[config.mk]
export PLATFORM = sky130hd
export DESIGN_NAME = subtractors3_pipelined_flat
export DESIGN_NICKNAME = d
export VERILOG_FILES = /design/src/rtl/subtractors3_pipelined_pkg.sv /design/src/rtl/subtractors3_pipelined_if.sv /design/src/rtl/subtractors3_pipelined_pipe_stage_ctl.sv /design/src/rtl/subtractors3_pipelined.sv /design/src/flat_wrapper.sv
export SDC_FILE = /design/constraint.sdc
export NUM_CORES = 1
export LEC_CHECK = 0
export BUFFER_PORTS_ARGS = -buffer_cell sky130_fd_sc_hd__buf_2
export CAP_MARGIN = 20
export CORE_MARGIN = 1.5
export CORE_UTILIZATION = 30
export DETAILED_ROUTE_END_ITERATION = 8
export MAX_ROUTING_LAYER = met4
export PLACE_DENSITY = 0.51
export SYNTH_ARGS = -nofsm -noshare
export SYNTH_HDL_FRONTEND = slang
export SYNTH_SLANG_ARGS = --single-unit
[constraint.sdc]
create_clock -name clk -period 3.3 [get_ports clk]
set_input_delay 0.495 -clock clk [delete_from_list [all_inputs] [get_ports clk]]
set_output_delay 0.495 -clock clk [all_outputs]
set_load 0.05 [all_outputs]
[src/rtl/subtractors3_pipelined_pkg.sv]
// Shared widths and stage payload types for the two-stage subtractor pipeline.
package subtractors3_pipelined_pkg;

  localparam int unsigned A_W  = 4;
  localparam int unsigned C_W  = 8;
  localparam int unsigned D1_W = 5;
  localparam int unsigned D2_W = 9;
  localparam int unsigned D3_W = 10;

  typedef struct packed {
    logic [D1_W-1:0] diff1;
    logic [D2_W-1:0] diff2;
  } s1_data_t;

  typedef struct packed {
    logic [D1_W-1:0] diff1;
    logic [D2_W-1:0] diff2;
    logic [D3_W-1:0] diff3;
  } s2_data_t;

  // Sign-extend both first-stage differences to D3_W and subtract.
  function automatic logic [D3_W-1:0] diff_of_diffs(input logic [D1_W-1:0] d1,
                                                     input logic [D2_W-1:0] d2);
    logic [D3_W-1:0] x1;
    logic [D3_W-1:0] x2;
    x1 = {{(D3_W-D1_W){d1[D1_W-1]}}, d1};
    x2 = {{(D3_W-D2_W){d2[D2_W-1]}}, d2};
    return x1 - x2;
  endfunction

endpackage

[src/rtl/subtractors3_pipelined_if.sv]
// Operand/result handshake bundle between a producer/consumer and the subtractor pipeline.
interface subtractors3_pipelined_if;
  import subtractors3_pipelined_pkg::*;

  logic            in_valid;
  logic            in_ready;
  logic [A_W-1:0]  a;
  logic [A_W-1:0]  b;
  logic [C_W-1:0]  c;
  logic [C_W-1:0]  d;
  logic            out_valid;
  logic            out_ready;
  logic [D1_W-1:0] diff1;
  logic [D2_W-1:0] diff2;
  logic [D3_W-1:0] diff3;

  modport master (
    output in_valid, a, b, c, d, out_ready,
    input  in_ready, out_valid, diff1, diff2, diff3
  );

  modport slave (
    input  in_valid, a, b, c, d, out_ready,
    output in_ready, out_valid, diff1, diff2, diff3
  );

endinterface

[src/rtl/subtractors3_pipelined_pipe_stage_ctl.sv]
// Valid/ready bookkeeping for one pipeline stage: holds the stage valid bit and
// produces the stage advance (ready) and data load-enable strobes.
module pipe_stage_ctl (
  input  logic clk,
  input  logic reset_n,
  input  logic i_up_valid,
  input  logic i_dn_ready,
  output logic o_valid,
  output logic o_ready_c,
  output logic o_load_c
);

  logic r_valid;

  always_comb begin
    o_ready_c = !r_valid || i_dn_ready;
    o_load_c  = o_ready_c && i_up_valid;
  end

  always_ff @(posedge clk or negedge reset_n) begin
    if (!reset_n) begin
      r_valid <= 1'b0;
    end else if (o_ready_c) begin
      r_valid <= i_up_valid;
    end
  end

  assign o_valid = r_valid;

endmodule

[src/rtl/subtractors3_pipelined.sv]
// Two-stage pipelined subtractor: stage 1 forms a-b and c-d, stage 2 forms their
// signed difference; elastic valid/ready handshake on both ends.
module subtractors3_pipelined
  import subtractors3_pipelined_pkg::*;
(
  input  logic                     clk,
  input  logic                     reset_n,
  subtractors3_pipelined_if.slave  bus
);

  logic     w_s1_valid;
  logic     w_s1_ready;
  logic     w_s1_load;
  logic     w_s2_valid;
  logic     w_s2_ready;
  logic     w_s2_load;
  s1_data_t w_s1_next;
  s2_data_t w_s2_next;
  s1_data_t r_s1;
  s2_data_t r_s2;

  pipe_stage_ctl u_s1_ctl (
    .clk        (clk),
    .reset_n    (reset_n),
    .i_up_valid (bus.in_valid),
    .i_dn_ready (w_s2_ready),
    .o_valid    (w_s1_valid),
    .o_ready_c  (w_s1_ready),
    .o_load_c   (w_s1_load)
  );

  pipe_stage_ctl u_s2_ctl (
    .clk        (clk),
    .reset_n    (reset_n),
    .i_up_valid (w_s1_valid),
    .i_dn_ready (bus.out_ready),
    .o_valid    (w_s2_valid),
    .o_ready_c  (w_s2_ready),
    .o_load_c   (w_s2_load)
  );

  // Operands are unsigned, so widen with zeros before subtracting.
  always_comb begin
    w_s1_next       = '0;
    w_s1_next.diff1 = D1_W'(bus.a) - D1_W'(bus.b);
    w_s1_next.diff2 = D2_W'(bus.c) - D2_W'(bus.d);
  end

  always_comb begin
    w_s2_next       = '0;
    w_s2_next.diff1 = r_s1.diff1;
    w_s2_next.diff2 = r_s1.diff2;
    w_s2_next.diff3 = diff_of_diffs(r_s1.diff1, r_s1.diff2);
  end

  always_ff @(posedge clk or negedge reset_n) begin
    if (!reset_n) begin
      r_s1 <= '0;
    end else if (w_s1_load) begin
      r_s1 <= w_s1_next;
    end
  end

  always_ff @(posedge clk or negedge reset_n) begin
    if (!reset_n) begin
      r_s2 <= '0;
    end else if (w_s2_load) begin
      r_s2 <= w_s2_next;
    end
  end

  assign bus.in_ready  = w_s1_ready;
  assign bus.out_valid = w_s2_valid;
  assign bus.diff1     = r_s2.diff1;
  assign bus.diff2     = r_s2.diff2;
  assign bus.diff3     = r_s2.diff3;

endmodule
[src/flat_wrapper.sv]
// flat-port wrapper written by rule: the top's interface ports become plain ports
module subtractors3_pipelined_flat import subtractors3_pipelined_pkg::*;
  (clk, reset_n, bus_in_valid, bus_a, bus_b, bus_c, bus_d, bus_out_ready, bus_in_ready, bus_out_valid, bus_diff1, bus_diff2, bus_diff3);
  subtractors3_pipelined_if bus_i ();
  input  logic clk;
  input  logic reset_n;
  input wire logic [$bits(bus_i.in_valid)-1:0] bus_in_valid;
  input wire logic [$bits(bus_i.a)-1:0] bus_a;
  input wire logic [$bits(bus_i.b)-1:0] bus_b;
  input wire logic [$bits(bus_i.c)-1:0] bus_c;
  input wire logic [$bits(bus_i.d)-1:0] bus_d;
  input wire logic [$bits(bus_i.out_ready)-1:0] bus_out_ready;
  output wire logic [$bits(bus_i.in_ready)-1:0] bus_in_ready;
  output wire logic [$bits(bus_i.out_valid)-1:0] bus_out_valid;
  output wire logic [$bits(bus_i.diff1)-1:0] bus_diff1;
  output wire logic [$bits(bus_i.diff2)-1:0] bus_diff2;
  output wire logic [$bits(bus_i.diff3)-1:0] bus_diff3;
  assign bus_i.in_valid = bus_in_valid;
  assign bus_i.a = bus_a;
  assign bus_i.b = bus_b;
  assign bus_i.c = bus_c;
  assign bus_i.d = bus_d;
  assign bus_i.out_ready = bus_out_ready;
  assign bus_in_ready = bus_i.in_ready;
  assign bus_out_valid = bus_i.out_valid;
  assign bus_diff1 = bus_i.diff1;
  assign bus_diff2 = bus_i.diff2;
  assign bus_diff3 = bus_i.diff3;
  subtractors3_pipelined u_core (.clk(clk), .reset_n(reset_n), .bus(bus_i));
endmodule
==> impl_metrics.py <==
metrics = {
    "flow_run": {
        "max-cap-violations": 0,
    },
    "finish": {
        "final_cells": 393,
        "drive_above_1_share_pct": 23.13,
        "syn2layout_area_growth_pct": 21.04,
        "mostFrequentLayoutCell": "buf_2",
        "final_nets": 346,
        "final_area_um2": 2771,
        "insertedDiodeCount": 0,
        "most-common-layout-cells": "buf_2 (53), dfrtp_1 (40), nand2_1 (33)",
        "fin_util_pct": 37.81,
    },
    "clock_network": {
        "cts_resized": 0,
        "clkSinkCount": 40,
        "clk_latency_ns": 0.28,
        "cts_inserted_buffers": 5,
        "cts_setup_buffers": 0,
        "cts_root_buf": "clkbuf_8",
        "clockBufferDepth": 2,
        "cts_tree": "yes",
        "clk_pin_slew_ns": 0.07,
        "cts.htree.levels": 2,
        "cts.hold.buffers_added": 0,
    },
    "place": {
        "gp_congestion": 0.7483,
        "detailed_place_hpwl_mm": 3.632,
        "placedCellCount": 386,
        "port-buffer-count": 53,
        "place_area_um2": 2675,
        "pre_cts_ws_ns": 1.176,
    },
    "pwr": {
        "ir_drop_mv": 0.1884,
        "p_per_area_nw_per_um2": 736.8,
        "p_leak_nw": 1.402,
        "power.total_mw": 2.042,
    },
    "routing": {
        "vias_per_cell": 4.476,
        "drc": 0,
        "wl_mm": 4.575,
        "dr.first_iter.drc_count": 62,
        "drtPass1Iterations": 4,
        "antenna_left": 0,
        "wl_per_cell_um": 11.64,
        "vias": 1759,
    },
    "worst_setup_path": {
        "cp-end-kind": "flip-flop",
        "critPathLaunchType": "flip-flop",
        "reg2reg_to": "u_core.bus.diff3[6]",
        "cp_max_fo": 3,
        "worstPathArrival_ns": 2.28,
        "worstReg2RegStart": "u_core.r_s1[9]",
        "worst-r2r-setup-slack_ns": 1.20,
        "r2r_cells": 9,
        "worstSetupPathType": "flip-flop to flip-flop",
        "worstPathRequired_ns": 3.48,
    },
    "logic_synthesis": {
        "synth_edf_count": 0,
        "synth.largest_area_cell": "dfrtp_1",
        "syn-cell-area_um2": 2290,
        "yosysWarningCount": 0,
        "yosysUniqueCellTypes": 38,
        "synth_cells": 237,
        "async_flop_share_pct": 100.0,
        "netlist_top_cells_area": "dfrtp_1 (44%), ha_1 (11%), o21ai_1 (5.7%), nand2_1 (5.4%), inv_1 (4.1%)",
        "yosysSeqAreaShare_pct": 43.72,
        "yosys_register_bits": 40,
        "synth_top_flop_cell": "dfrtp_1",
        "postSynthAreaPerCell_um2": 9.661,
        "synth_top_area_share_pct": 43.72,
        "syn-num-nets": 289,
    },
    "min_path": {
        "hold_path.class": "input pin to async pin",
    },
    "floorplan": {
        "die-area_um2": 8166,
        "die_w_um": 90.37,
        "start_util_pct": 31.23,
        "rows": 31,
        "chipHeight_um": 90.37,
        "io-pin-count": 54,
        "core_um2": 7331,
    },
    "global_route": {
        "groute.usage.overall_pct": 12.62,
        "grt_max_degree": 41,
        "grt-ovfl-total": 0,
        "antenna_found_initial": 0,
        "grt_pass1_vias": 1770,
        "grt_pass1_wl_mm": 8.211,
    },
    "timing": {
        "fin_tns_setup_ns": 0,
        "period_minus_slack_ns": 2.103,
        "final-setup-viol-count": 0,
        "fin_skew_ns": 0.002429,
        "finalHoldViolCount": 0,
        "tightest_slew_ns": 0.8990,
        "max_freq_mhz": 475.4,
        "whs_ns": 0.3325,
        "drv_slew": 0,
        "slew_headroom_pct": 40.07,
        "rsz0062_at_grt": "no",
        "fin_ws_ns": 1.197,
        "fin_crit_sh_pct": 63.74,
    },
    "run_status": {
        "status": "completed",
    },
}
where the power goes:
group          switching [mW]  leakage (nW)  internal, mW
Clock                   0.158        0.0503         0.186
Sequential             0.0810         0.487         0.628
Combinational           0.687         0.865         0.301
cell usage after synthesis (all sizes together), types with 2 or more instances:
cell    count
a211oi      3
a21o        3
a21oi      11
buf         5
dfrtp      40
fa          3
ha         21
inv        25
mux2        6
nand2      33
nand2b      7
nor2        8
nor2b       3
nor3        2
nor3b       2
o211ai      3
o21a        4
o21ai      31
o31ai       5
xnor2       2
xor2        8
worst max-delay path by stage:
stage / startpoint / end / slack (ns) / cells after the start
floorplan: u_core.u_s2_ctl.o_valid / u_core.r_s1[13] / 1.27 / 5
global placement: bus_d[0] / u_core.r_s1[8] / 1.21 / 8
detailed placement: bus_d[0] / u_core.r_s1[8] / 1.18 / 8
CTS: u_core.r_s1[9] / u_core.bus.diff3[8] / 1.20 / 9
global route: u_core.r_s1[9] / u_core.bus.diff3[8] / 1.05 / 9
finish: u_core.r_s1[9] / u_core.bus.diff3[6] / 1.20 / 9
per-layer routing:
metal	wire [um]	GRT usage, %	up-vias
met2	2014	19.63	41
met1	2309	16.43	778
li1	-	-	933
met3	180	2.441	7
met4	71	4.365	0
met5	0	-	-
flip-flops by register name (all words and copies together) (netlist names):
signal and cells:
u_core.bus.diff1 5, u_core.bus.diff2 9, u_core.bus.diff3 10, u_core.r_s1 14
u_core.u_s1_ctl.o_valid 1, u_core.u_s2_ctl.o_valid 1
cell families after synthesis:
family | after synthesis | synth area share (%)
flip-flops | 40 | 43.72
AO/OA/AOI/OAI | 67 | 18.31
AND/OR/NAND/NOR | 59 | 11.86
multiplexers | 6 | 2.951
adder cells (fa/ha/maj) | 24 | 14.10
XOR/XNOR | 10 | 3.825
buffers and inverters | 31 | 5.246
worst max-delay path: stages, from the launching register on:
cell      delay, ns
dfrtp_1        0.38
inv_1          0.07
ha_1           0.16
inv_1          0.06
fa_1           0.43
a211oi_1       0.36
o21bai_1       0.12
a21oi_1        0.18
xor2_1         0.16
o21ai_1        0.07
final cells by class:
| cell class | instances | area [um^2] |
|---|---|---|
| timing repair buffer | 56 | 287.8 |
| inverter | 25 | 93.84 |
| fill | 744 | 4559 |
| clock buffer | 7 | 96.34 |
| sequential | 40 | 1001 |
| multi-input combinational | 166 | 1169 |
| tap | 99 | 123.9 |
No activity file was read; power rests on OpenSTA's default activity.
